[src/rtl/fmm_merge_pkg.sv]
// Shared definitions for the FMM row-merge blocks.
// Match-mode encodings and the merge FSM state type.
package fmm_merge_pkg;

  localparam logic [1:0] MODE_EQ  = 2'b00;
  localparam logic [1:0] MODE_NEG = 2'b01;
  localparam logic [1:0] MODE_ANY = 2'b10;
  localparam logic [1:0] MODE_OFF = 2'b11;

  typedef enum logic [2:0] {
    IDLE = 3'd0,
    RD_A = 3'd1,
    RD_B = 3'd2,
    CMP  = 3'd3,
    WR_A = 3'd4,
    WR_B = 3'd5,
    WR_D = 3'd6,
    DONE = 3'd7
  } state_t;

endpackage

[src/rtl/fmm_merge_cmp.sv]
// Element match test for the FMM reduce kernels.
// Negation is checked in DATA_W+1 bits so MIN never matches MIN.
module fmm_merge_cmp
  import fmm_merge_pkg::*;
#(
  parameter int DATA_W = 32
) (
  input  logic [DATA_W-1:0] e1,
  input  logic [DATA_W-1:0] e2,
  input  logic [1:0]        mode,
  output logic              match
);

  logic signed [DATA_W:0] s1;
  logic signed [DATA_W:0] s2n;
  logic                   nz;
  logic                   eq;
  logic                   neg;

  // Both operands nonzero, then equality/negation per mode
  always_comb begin
    s1    = {e1[DATA_W-1], e1};
    s2n   = -$signed({e2[DATA_W-1], e2});
    nz    = (e1 != '0) && (e2 != '0);
    eq    = (e1 == e2);
    neg   = (s1 == s2n);
    match = 1'b0;
    unique case (mode)
      MODE_EQ:  match = nz && eq;
      MODE_NEG: match = nz && neg;
      MODE_ANY: match = nz && (eq || neg);
      MODE_OFF: match = 1'b0;
      default:  match = 1'b0;
    endcase
  end

endmodule

[src/rtl/fmm_row_merge_engine.sv]
// Row-merge engine: zeroes matching A/B column pairs in M_e.
// FMM_ROW_MERGE_COUNT_EN enables the saturating match counter.
module fmm_row_merge_engine
  import fmm_merge_pkg::*;
#(
  parameter int DATA_W = 32,
  parameter int ADDR_W = 17,
  parameter int COL_W  = 31
) (
  input  logic              ap_clk,
  input  logic              ap_rst_n,
  input  logic              ap_start,
  output logic              ap_done,
  output logic              ap_idle,
  output logic              ap_ready,
  input  logic [COL_W-1:0]  n_cols,
  input  logic [ADDR_W-1:0] a_base,
  input  logic [ADDR_W-1:0] b_base,
  input  logic [ADDR_W-1:0] d_base,
  input  logic [1:0]        mode,
  input  logic              dst_en,
  output logic [ADDR_W-1:0] M_e_address0,
  output logic              M_e_ce0,
  output logic              M_e_we0,
  output logic [DATA_W-1:0] M_e_d0,
  output logic [ADDR_W-1:0] M_e_address1,
  output logic              M_e_ce1,
  input  logic [DATA_W-1:0] M_e_q1,
  output logic [COL_W-1:0]  match_cnt
);

  state_t            state;
  logic [COL_W-1:0]  col;
  logic [COL_W-1:0]  n_r;
  logic [ADDR_W-1:0] a_r;
  logic [ADDR_W-1:0] b_r;
  logic [ADDR_W-1:0] d_r;
  logic [ADDR_W-1:0] col_a;
  logic [1:0]        mode_r;
  logic              dst_r;
  logic [DATA_W-1:0] e1;
  logic              match;
  logic              last;

  assign col_a = ADDR_W'(col);
  assign last  = (col + COL_W'(1)) == n_r;

  // e2 is consumed straight off the read port during CMP
  fmm_merge_cmp #(
    .DATA_W (DATA_W)
  ) u_cmp (
    .e1    (e1),
    .e2    (M_e_q1),
    .mode  (mode_r),
    .match (match)
  );

  // Sequencer: latch the job, walk columns, branch on match
  always_ff @(posedge ap_clk) begin
    if (!ap_rst_n) begin
      state  <= IDLE;
      col    <= '0;
      n_r    <= '0;
      a_r    <= '0;
      b_r    <= '0;
      d_r    <= '0;
      mode_r <= MODE_EQ;
      dst_r  <= 1'b0;
      e1     <= '0;
    end else begin
      unique case (state)
        IDLE: if (ap_start) begin
          n_r    <= n_cols;
          a_r    <= a_base;
          b_r    <= b_base;
          d_r    <= d_base;
          mode_r <= mode;
          dst_r  <= dst_en;
          col    <= '0;
          state  <= (n_cols == '0) ? DONE : RD_A;
        end
        RD_A: state <= RD_B;
        RD_B: begin
          e1    <= M_e_q1;
          state <= CMP;
        end
        CMP: begin
          if (match) begin
            state <= WR_A;
          end else if (last) begin
            state <= DONE;
          end else begin
            col   <= col + COL_W'(1);
            state <= RD_A;
          end
        end
        WR_A: state <= WR_B;
        WR_B: begin
          if (dst_r) begin
            state <= WR_D;
          end else if (last) begin
            state <= DONE;
          end else begin
            col   <= col + COL_W'(1);
            state <= RD_A;
          end
        end
        WR_D: begin
          if (last) begin
            state <= DONE;
          end else begin
            col   <= col + COL_W'(1);
            state <= RD_A;
          end
        end
        DONE: state <= IDLE;
        default: state <= IDLE;
      endcase
    end
  end

`ifdef FMM_ROW_MERGE_COUNT_EN
  logic [COL_W-1:0] cnt;

  // Saturating per-run count of merged columns
  always_ff @(posedge ap_clk) begin
    if (!ap_rst_n) begin
      cnt <= '0;
    end else if (state == IDLE && ap_start) begin
      cnt <= '0;
    end else if (state == CMP && match && cnt != '1) begin
      cnt <= cnt + COL_W'(1);
    end
  end

  assign match_cnt = cnt;
`else
  assign match_cnt = '0;
`endif

  // Memory port decode; reset drops enables in the same cycle
  always_comb begin
    ap_idle      = (state == IDLE);
    ap_done      = (state == DONE);
    ap_ready     = ap_done;
    M_e_address0 = '0;
    M_e_ce0      = 1'b0;
    M_e_we0      = 1'b0;
    M_e_d0       = '0;
    M_e_address1 = '0;
    M_e_ce1      = 1'b0;
    if (ap_rst_n) begin
      unique case (state)
        RD_A: begin
          M_e_ce1      = 1'b1;
          M_e_address1 = a_r + col_a;
        end
        RD_B: begin
          M_e_ce1      = 1'b1;
          M_e_address1 = b_r + col_a;
        end
        WR_A: begin
          M_e_ce0      = 1'b1;
          M_e_we0      = 1'b1;
          M_e_address0 = a_r + col_a;
        end
        WR_B: begin
          M_e_ce0      = 1'b1;
          M_e_we0      = 1'b1;
          M_e_address0 = b_r + col_a;
        end
        WR_D: begin
          M_e_ce0      = 1'b1;
          M_e_we0      = 1'b1;
          M_e_address0 = d_r + col_a;
          M_e_d0       = e1;
        end
        default: ;
      endcase
    end
  end

endmodule

[config.mk]
export PLATFORM = sky130hd
export DESIGN_NAME = fmm_row_merge_engine
export DESIGN_NICKNAME = d
export VERILOG_FILES = /design/src/rtl/fmm_merge_pkg.sv /design/src/rtl/fmm_merge_cmp.sv /design/src/rtl/fmm_row_merge_engine.sv
export SDC_FILE = /design/constraint.sdc
export NUM_CORES = 1
export LEC_CHECK = 0
export ABC_CLOCK_PERIOD_IN_PS = 3800
export CORE_MARGIN = 3
export CORE_UTILIZATION = 49
export DETAILED_ROUTE_END_ITERATION = 16
export PLACE_DENSITY = 0.78
export SYNTH_ARGS = -nofsm -noshare
export SYNTH_HDL_FRONTEND = slang
export SYNTH_SLANG_ARGS = --single-unit
[constraint.sdc]
create_clock -name ap_clk -period 3.8 [get_ports ap_clk]
set_input_delay 0.38 -clock ap_clk [delete_from_list [all_inputs] [get_ports ap_clk]]
set_output_delay 0.38 -clock ap_clk [all_outputs]
set_load 0.01 [all_outputs]
==> metrics.yaml <==
timing:
  maxSlewViolCount: 0
  finClkSkew_ps: 15.5
  period_share: 1.01
  rsz0062_at_grt: "yes"
  setup_ws_ps: -35.1
  finalCriticalPeriod_ps: 3840
  tightest_slew_ps: 936
  fin_tns_setup_ps: -52.1
  slew_headroom: 0.375
  max_freq_mhz: 261
  hold_viol_final: 0
  setup_viol: 2
setup_path:
  worstPathMaxFanout: 9
  worst-path-buf-inv: 3
  required_ps: 3420
  arrival_ps: 3460
  max_stage_delay_ps: 380
  crit_type: "flop to output port"
  reg2reg_from: "col[4]$_SDFFE_PN0P_"
  crit_slowest_cell: "fa_1"
  critPathLaunchType: "flop"
  reg2reg_slack_ps: 240
  cp-end-kind: "output port"
  ff2ff_path_depth: 14
  critPathTopFamily: "compound AO/OA/AOI/OAI gates"
  rr_endpoint: "col[22]$_SDFFE_PN0P_"
  path_cells: "buf_6, ha_2, fa_1, a211o_1, a21oi_2, o21ai_1, nand4_1, a31oi_4, buf_4, xor2_1, a22oi_1, a21oi_1, dlygate4sd2_1"
routing:
  wl_per_cell_um: 19.3
  drcViolationCount: 0
  firstDrtPassIters: 6
  drt-total-wl_um: 43100
  ant_nets: 0
  via_count: 13400
  vias_per_cell: 6.00
  dr.first_iter.drc_count: 1435
floorplanning:
  die_h_um: 164
  io_pins: 223
  fp-row-count: 57
  start_util: 0.500
  core-area_mm2: 0.0243
  die_x_um: 164
  die_area_mm2: 0.0267
cells_and_area:
  layout_commonest_cell: "nand2_1"
  nNetsFinal: 2077
  area_delta_synth_final_pct: 33.4
  drive_gt1_frac: 0.163
  final_cell_mix: "298 x nand2_1, 172 x clkdlybuf4s50_1, 171 x buf_4, 143 x dfxtp_1, 118 x a21boi_0"
  num_antenna_cells: 0
placed_design:
  place_congestion: 0.998
  place_ws_ps: -278
  hpwl_um: 31800
  port_buffers: 191
synth:
  synth_top_area_cell: "dfxtp_1"
  synthArstFlopShare: 0
  ys_types: 81
  synthFlopType: "dfxtp_1"
  netlist_top_cells_area: "dfxtp_1 25%, nand2_1 9.2%, a21boi_0 7.3%"
  synth-seq-cells: 151
  syn_area_mm2: 0.0122
  synthesis.yosys.warnings: 0
  ys_seq_area_frac: 0.249
  synthCells: 1629
  avgSynthCellArea_um2: 7.46
  synth_edf_count: 0
  synth_top_area_frac: 0.249
global_routing:
  grt_pass1_wl_um: 65900
  grt_usage: 0.307
  antenna_found_initial: 0
  grt.overflow.total: 0
  grt_pass1_vias: 12500
  grt_max_degree: 220
hold_path:
  whs_path_depth: 2
  min_from: "b_r[5]$_SDFFE_PN0P_"
  hold-path-endpoint: "b_r[5]$_SDFFE_PN0P_"
  min_path_type: "flop to flop"
clocking:
  ctsHtreeMaxLevel: 4
  cts_num_sinks: 151
  hold_buffers: 0
  cts_tree: "built"
  cts_buffers: 17
  cts_buffer_depth: 2
  cts-root-buf: "clkbuf_16"
  insertion_delay_ps: 440
  clk_pin_slew_ps: 70
run_status:
  outcome: "finished with violations"
  violations: "negative setup slack"
power:
  peakVddDrop_mv: 0.253
  p_leak_nw: 6.32
  powerDensity_mw_per_mm2: 289
flow_run:
  cap_violations: 0
==> routing by layer <==
layer / vias up / track usage / routed length [µm]
met3: 103 / 0.0378 / 3120
met1: 6326 / 0.417 / 18800
met5: - / 0 / 0
met2: 631 / 0.504 / 20000
met4: 0 / 0.107 / 1270
li1: 6364 / - / -
==> cells in the mapped netlist (all sizes together), types with 19 or more instances <==
master and count:
nand2 299, dfxtp 151, a21boi 131, clkbuf 102, xnor2 87, nor2 77, a21oi 62, ha 53
o21ai 47, nand3 45, xor2 45, nor4 44, and3 43, buf 43, nor3 40, nand4 28
a22oi 26, nor2b 25, a31oi 24, or4 20, o211ai 19
==> power breakdown <==
group	internal (W)	switching, W
clock	0.000997	0.000776
sequential	0.00168	0.000105
combinational	0.000494	0.000625
total	0.00317	0.00151
==> layout make-up <==
| class | instances | area [µm²] |
|---|---|---|
| Tap cell | 324 | 405 |
| Multi-Input combinational cell | 1346 | 8890 |
| Clock inverter | 12 | 141 |
| Clock buffer | 20 | 447 |
| Inverter | 17 | 63.8 |
| Fill cell | 2104 | 8110 |
| Sequential cell | 151 | 3040 |
| Timing Repair Buffer | 368 | 3230 |
==> state kept, by name, summed over array words and instances (netlist names) <==
signal and cells:
e1 32, col 31, n_r 31, a_r 17, b_r 17, d_r 17, state 3, mode_r 2
dst_r 1
==> tightest hold or removal path: stages (launching register included) <==
cell	delay [ps]
dfxtp_1	320
nand2_1	50
a21boi_0	60
==> repair_timing <==
item                                    in CTS  in global routing
gates resized for setup                     74                 66
pin swaps                                   16                 32
setup buffers                                7                  5
endpoints found under the setup margin      18                 41
==> kinds of logic (layout without fill, tap and decap cells) <==
| kind of cell | Yosys count | count (layout) | synth area share |
|---|---|---|---|
| compound gates | 410 | 410 | 0.236 |
| xor+xnor | 132 | 132 | 0.0951 |
| fa+ha+maj | 56 | 56 | 0.0595 |
| buf+inv | 162 | 417 | 0.0616 |
| flops | 151 | 151 | 0.249 |
| mux | 7 | 7 | 0.00587 |
| other cells | 1 | 31 | 0.000309 |
| simple gates | 710 | 710 | 0.293 |
==> stage by stage <==
stage	total power (W)	utilization	std cells	cell area [µm²]	hold slack (ps)
after floorplan	0.00245	-	1659	12300	447
after global placement	0.00288	0.625	2194	15200	459
after detailed placement	0.00289	0.625	2194	15200	466
after CTS	0.00465	0.658	2233	16000	475
after global routing	0.00485	0.667	2238	16200	495
final	0.00468	0.667	2238	16200	476
==> worst max-delay path by stage <==
stage | start | endpoint | slack (ps) | cells after the start
global placement | M_e_q1[10] | col[22]$_SDFFE_PN0P_ | -240 | 13
global route | b_r[0]$_SDFFE_PN0P_ | M_e_address1[14] | -80 | 16
finish | col[0]$_SDFFE_PN0P_ | M_e_address0[12] | -40 | 13
floorplan | M_e_q1[7] | col[12]$_SDFFE_PN0P_ | 230 | 13
detailed placement | M_e_q1[10] | col[22]$_SDFFE_PN0P_ | -280 | 13
CTS | col[0]$_SDFFE_PN0P_ | M_e_address0[14] | -110 | 14
Note: power is estimated with default switching activity, not from simulation.
